==> src/rtl/matrix_pkg.sv <==
// Shared constants, streamer state type and index helpers for the 5x5 matrix blocks.
package matrix_pkg;

    localparam int unsigned MAT_N       = 5;
    localparam int unsigned MAT_W       = 32;
    localparam int unsigned MAT_AW      = 5;
    localparam int unsigned MAT_ENTRIES = MAT_N * MAT_N;
    localparam int unsigned MAT_RCW     = 3;

    typedef enum logic [1:0] {
        IDLE   = 2'd0,
        STREAM = 2'd1,
        FINISH = 2'd2
    } streamer_state_e;

    // Split a flat row-major index into {row, col}.
    function automatic logic [2*MAT_RCW-1:0] idx_to_rc(input logic [MAT_AW-1:0] idx);
        int unsigned i;
        i = 32'(idx);
        return {MAT_RCW'(i / MAT_N), MAT_RCW'(i % MAT_N)};
    endfunction

endpackage

==> src/rtl/matrix_index_counter.sv <==
// Row-major flat index counter with row/col tracking and a registered last-entry flag.
module matrix_index_counter
    import matrix_pkg::*;
#(
    parameter int unsigned N  = MAT_N,
    parameter int unsigned AW = MAT_AW
) (
    input  logic               clk,
    input  logic               reset,
    input  logic               clear,
    input  logic               advance,
    output logic [AW-1:0]      index,
    output logic [MAT_RCW-1:0] row,
    output logic [MAT_RCW-1:0] col,
    output logic               last
);

    localparam int unsigned ENTRIES = N * N;
    localparam logic [AW-1:0]      LAST_IDX = AW'(ENTRIES - 1);
    localparam logic [MAT_RCW-1:0] LAST_COL = MAT_RCW'(N - 1);

    logic [AW-1:0]      index_n;
    logic [MAT_RCW-1:0] row_n;
    logic [MAT_RCW-1:0] col_n;

    // Next index; wraps to zero after the final entry so it never exceeds N*N-1.
    always_comb begin
        index_n = index;
        row_n   = row;
        col_n   = col;
        if (clear) begin
            index_n = '0;
            row_n   = '0;
            col_n   = '0;
        end else if (advance) begin
            if (index == LAST_IDX) begin
                index_n = '0;
                row_n   = '0;
                col_n   = '0;
            end else begin
                index_n = index + AW'(1);
                if (col == LAST_COL) begin
                    col_n = '0;
                    row_n = row + MAT_RCW'(1);
                end else begin
                    col_n = col + MAT_RCW'(1);
                end
            end
        end
    end

    always_ff @(posedge clk) begin
        if (reset) begin
            index <= '0;
            row   <= '0;
            col   <= '0;
            last  <= 1'b0;
        end else begin
            index <= index_n;
            row   <= row_n;
            col   <= col_n;
            last  <= (index_n == LAST_IDX);
        end
    end

endmodule

==> src/rtl/matrix_result_streamer.sv <==
// Snapshots an inverted-matrix result and streams it row-major over valid/ready with address tags.
module matrix_result_streamer
    import matrix_pkg::*;
#(
    parameter int unsigned N  = MAT_N,
    parameter int unsigned W  = MAT_W,
    parameter int unsigned AW = MAT_AW
) (
    input  logic               clk,
    input  logic               reset,
    input  logic               start,
    input  logic               singular,
    input  logic [N*N*W-1:0]   res_flat,
    output logic [W-1:0]       out_data,
    output logic [AW-1:0]      out_addr,
    output logic [MAT_RCW-1:0] out_row,
    output logic [MAT_RCW-1:0] out_col,
    output logic               out_valid,
    output logic               out_last,
    input  logic               out_ready,
    output logic               busy,
    output logic               done,
    output logic               err
);

    localparam int unsigned ENTRIES = N * N;

    streamer_state_e state, state_n;

    logic [W-1:0] snapshot [ENTRIES];

    logic         valid_n;
    logic         busy_n;
    logic         done_n;
    logic         err_n;
    logic [W-1:0] data_n;
    logic         capture;
    logic         advance;

    matrix_index_counter #(
        .N  (N),
        .AW (AW)
    ) u_index (
        .clk     (clk),
        .reset   (reset),
        .clear   (capture),
        .advance (advance),
        .index   (out_addr),
        .row     (out_row),
        .col     (out_col),
        .last    (out_last)
    );

    // Next-state and next-output logic; out_data is preloaded with the word for the next index.
    always_comb begin
        state_n = state;
        valid_n = out_valid;
        busy_n  = busy;
        done_n  = 1'b0;
        err_n   = err;
        data_n  = out_data;
        capture = 1'b0;
        advance = 1'b0;
        unique case (state)
            IDLE: begin
                if (start) begin
                    capture = 1'b1;
                    busy_n  = 1'b1;
                    err_n   = 1'b0;
                    if (singular) begin
                        state_n = FINISH;
                        busy_n  = 1'b0;
                        done_n  = 1'b1;
                        err_n   = 1'b1;
                    end else begin
                        state_n = STREAM;
                        valid_n = 1'b1;
                        data_n  = res_flat[0 +: W];
                    end
                end
            end
            STREAM: begin
                if (out_valid && out_ready) begin
                    advance = 1'b1;
                    if (out_last) begin
                        state_n = FINISH;
                        valid_n = 1'b0;
                        busy_n  = 1'b0;
                        done_n  = 1'b1;
                    end else begin
                        data_n = snapshot[out_addr + AW'(1)];
                    end
                end
            end
            FINISH: begin
                state_n = IDLE;
            end
            default: begin
                state_n = IDLE;
            end
        endcase
    end

    always_ff @(posedge clk) begin
        if (reset) begin
            state     <= IDLE;
            out_valid <= 1'b0;
            out_data  <= '0;
            busy      <= 1'b0;
            done      <= 1'b0;
            err       <= 1'b0;
        end else begin
            state     <= state_n;
            out_valid <= valid_n;
            out_data  <= data_n;
            busy      <= busy_n;
            done      <= done_n;
            err       <= err_n;
        end
    end

    // Snapshot bank holds data only, so it carries no reset.
    always_ff @(posedge clk) begin
        if (capture) begin
            for (int k = 0; k < ENTRIES; k++) begin
                snapshot[k] <= res_flat[k*W +: W];
            end
        end
    end

endmodule

==> config.mk <==
export PLATFORM = sky130hd
export DESIGN_NAME = matrix_result_streamer
export DESIGN_NICKNAME = d
export VERILOG_FILES = /design/src/rtl/matrix_pkg.sv /design/src/rtl/matrix_index_counter.sv /design/src/rtl/matrix_result_streamer.sv
export SDC_FILE = /design/constraint.sdc
export NUM_CORES = 1
export LEC_CHECK = 0
export BUFFER_PORTS_ARGS = -buffer_cell sky130_fd_sc_hd__buf_2
export CORE_AREA = 2 2 332 334
export CTS_BUF_LIST = sky130_fd_sc_hd__clkbuf_4
export CTS_CLUSTER_SIZE = 8
export DETAILED_ROUTE_END_ITERATION = 8
export DIE_AREA = 0 0 334 336
export MAX_ROUTING_LAYER = met4
export PLACE_DENSITY = 0.49
export RECOVER_POWER = 25
export SYNTH_ARGS = -nofsm -noshare
export SYNTH_HDL_FRONTEND = slang
export SYNTH_SLANG_ARGS = --single-unit
==> constraint.sdc <==
create_clock -name clk -period 56.5 [get_ports clk]
set_input_delay 8.475 -clock clk [delete_from_list [all_inputs] [get_ports clk]]
set_output_delay 8.475 -clock clk [all_outputs]
set_load 0.02 [all_outputs]
==> metrics.cfg <==
[timing]
fmaxAchievable_mhz = 86.76
min_period_ps = 11530
rsz0062_at_grt = no
finalSetupTns_ps = 0
finalSetupViolCount = 0
slew_viol_final = 0
slew_headroom_pct = 18.60
worst_slew_pin_slew_ps = 1210
post-route-period-util_pct = 20.40
finClkSkew_ps = 79.88
hold_viol = 0

[cts]
cts_tree = built
clock_latency_ps = 1100
max-clock-path-buffers = 3
path_clk_slew_ps = 60
cts_resized = 0
cts_sinks = 850
cts_setup_buffers = 0
cts_buffers = 226
htree_levels = 4
cts_hold_buf = 0
root_buffer = clkbuf_4

[finish]
syn_to_final_growth_pct = 26.86
fillCellCount = 10330
stdcell_count = 4264
nets = 3452
drive_above_1_share_pct = 51.10

[placed_design]
dp.cells = 3828
port_buffers = 852
dp.final_hpwl_mm = 85.05
place_congestion = 0.8657

[pwr]
p_int_mw = 1.065
p_seq_share_pct = 54.4
ir_worst_vdd_mv = 0.01540
p_sw_share_pct = 23.48
clock_power_share_pct = 39.0
p_switching_mw = 0.3267
power_frac_comb_pct = 6.6
cellPowerDensity_nw_per_um2 = 33.38
power_leakage_nw = 15.13

[global_routing]
grt_pass1_vias = 22040
grt_start_max_net_pins = 182
antenna_found_initial = 64
grt_overflow = 0
grt_pass1_wl_mm = 158.3
grtUsageTotal_pct = 20.79

[die]
initial_utilization_pct = 30.32
die_area_sq_um = 112200
io_pins = 853
core_area_sq_um = 108400
dieHeight_um = 336
die_w_um = 334
rows = 121

[setup_path]
r2r_start = u_index.index[0]$_SDFF_PP0_
ff2ff_path_depth = 9
cp.arrival_ps = 12200
path_max_fanout = 140
start_kind = primary input
critical_path_class = primary input to flop
crit_required_ps = 57180
worst-r2r-setup-slack_ps = 50890
regToRegEndpoint = out_data[4]$_SDFFE_PP0P_
worst_setup_path_end_kind = flop

[outcome]
outcome = finished, final reports clean

[yosys]
synth_cell_types = 51
syn_nets = 2442
synth_ff_type = edfxtp_1
synth_seq_cells = 850
synth_edf_count = 800
synth_seq_area_share_pct = 76.14
synthArstFlopShare_pct = 0
syn_avg_cell_area_sq_um = 20.14
synthCells = 1632
netlist_area_sq_um = 32870
yosysWarnings = 0

[routing]
dr.first_iter.drc_count = 1677
drc_errors = 0
drt_wl_total_mm = 115.7
routed-via-count = 20690
wl_per_cell_um = 27.13
dr.pass1.iters = 7
routed_via_density = 4.853
ant_nets = 0

[hold_path]
whs_endpoint = err$_SDFFE_PP0N_
hold_start = err$_SDFFE_PP0N_
hp-class = flop to flop
whs_path_depth = 2

[flow_run]
maxCapViolations = 0

## area by class of cell
cell class	count	area, sq um	area share [%]
antenna	42	105.1	0.2521
timing repair buffer	881	4481	10.75
clock inverter	62	377.9	0.9063
clock buffer	332	2492	5.978
sequential	850	25030	60.03
multi-input combinational	673	7393	17.73
inverter	10	45.04	0.1080
tap	1414	1769	4.243
## worst max-delay path, stage by stage
cell     delay, ps
buf_2          100
nand2_1        180
inv_8          720
buf_4          770
buf_4          850
buf_4          910
## cell families after synthesis
| group | synth area share, % |
|---|---|
| adders and majority gates | 0.1904 |
| AOI/OAI and AO/OA | 4.062 |
| muxes | 13.19 |
| DFF | 76.14 |
| buffers and inverters | 1.648 |
| xor gates and xnor gates | 0.2589 |
| and+or+nand+nor | 4.511 |
## stage by stage
step           instance area [sq um]  setup slack (ps)  hold WS, ps  power, mW  utilization [%]
2_1_floorplan                  32870             30550        534.4     0.8378                -
3_3_place_gp                   38730             44010        484.4     0.8590            35.73
3_5_place_dp                   38730             43800        504.6     0.8634            35.73
4_1_cts                        41600             45050        513.7      1.414            38.38
5_1_grt                        41680             44830        545.3      1.454            38.45
6_report                       41690             44970        504.4      1.392            38.46
## cell usage after synthesis, types with 4 or more instances
cell type | count | share of area, %
dfxtp_1 | 50 | 3.0
nor3b_1 | 4 | 0.091
nor3_1 | 4 | 0.061
o31ai_1 | 31 | 0.71
nor2_1 | 19 | 0.22
nand2b_1 | 4 | 0.076
nand3_1 | 8 | 0.12
clkbuf_1 | 31 | 0.35
buf_4 | 9 | 0.21
nor2b_1 | 58 | 1.1
nor4_1 | 30 | 0.57
mux4_2 | 192 | 13
o21ai_0 | 6 | 0.091
buf_1 | 5 | 0.057
buf_6 | 5 | 0.17
a21o_1 | 31 | 0.71
ha_1 | 5 | 0.19
a22oi_1 | 4 | 0.091
edfxtp_1 | 800 | 73
nand2_1 | 106 | 1.2
o221ai_1 | 31 | 0.83
a21oi_1 | 43 | 0.65
nand3b_1 | 31 | 0.71
inv_1 | 8 | 0.091
o22ai_1 | 33 | 0.63
buf_2 | 49 | 0.75
## routing by layer
metal | part of all wire (%) | global-route usage, % | up-vias
li1 | - | - | 8986
met1 | 41 | 25.94 | 10520
met2 | 49 | 32.67 | 985
met3 | 7.7 | 5.704 | 206
met4 | 2.4 | 7.178 | 0
met5 | 0 | - | -
## worst max-delay path by stage
stage	endpoint	depth (start not counted)	from	slack [ps]
6_report	snapshot[16][5]$_DFFE_PN_	6	start	44970
2_1_floorplan	done$_SDFF_PP0_	4	start	30550
4_1_cts	snapshot[22][11]$_DFFE_PN_	6	start	45050
5_1_grt	snapshot[14][6]$_DFFE_PN_	6	start	44830
3_3_place_gp	snapshot[13][7]$_DFFE_PN_	6	start	44010
3_5_place_dp	snapshot[13][7]$_DFFE_PN_	6	start	43800
## cell usage in the layout, fill, tap and decap left out, drive strengths merged, types with 6 or more instances in the layout
master / count
nand3b: 31
nor2b: 58
nor4: 30
dfxtp: 50
nor2: 20
o221ai: 31
a21oi: 44
nand2: 106
o22ai: 33
o31ai: 31
diode: 42
inv: 17
buf: 870
edfxtp: 800
clkinv: 49
mux4: 192
o21ai: 6
nand3: 9
a21o: 31
clkbuf: 343
## sequential cells by signal, summed over array words and instances (netlist names)
signal         count
busy               1
done               1
err                1
out_data          32
out_valid          1
snapshot         800
state              2
u_index.col        3
u_index.index      5
u_index.last       1
u_index.row        3
## power by group through the flow
stage               Clock (mW)  Combinational, mW  Sequential (mW)
finish                   0.543             0.0915            0.757
global placement             0             0.0909            0.768
CTS                      0.564             0.0932            0.757
global route             0.594             0.0992            0.760
detailed placement           0             0.0929            0.770
floorplan                    0             0.0398            0.798
Power figures use the tool's default switching activity.
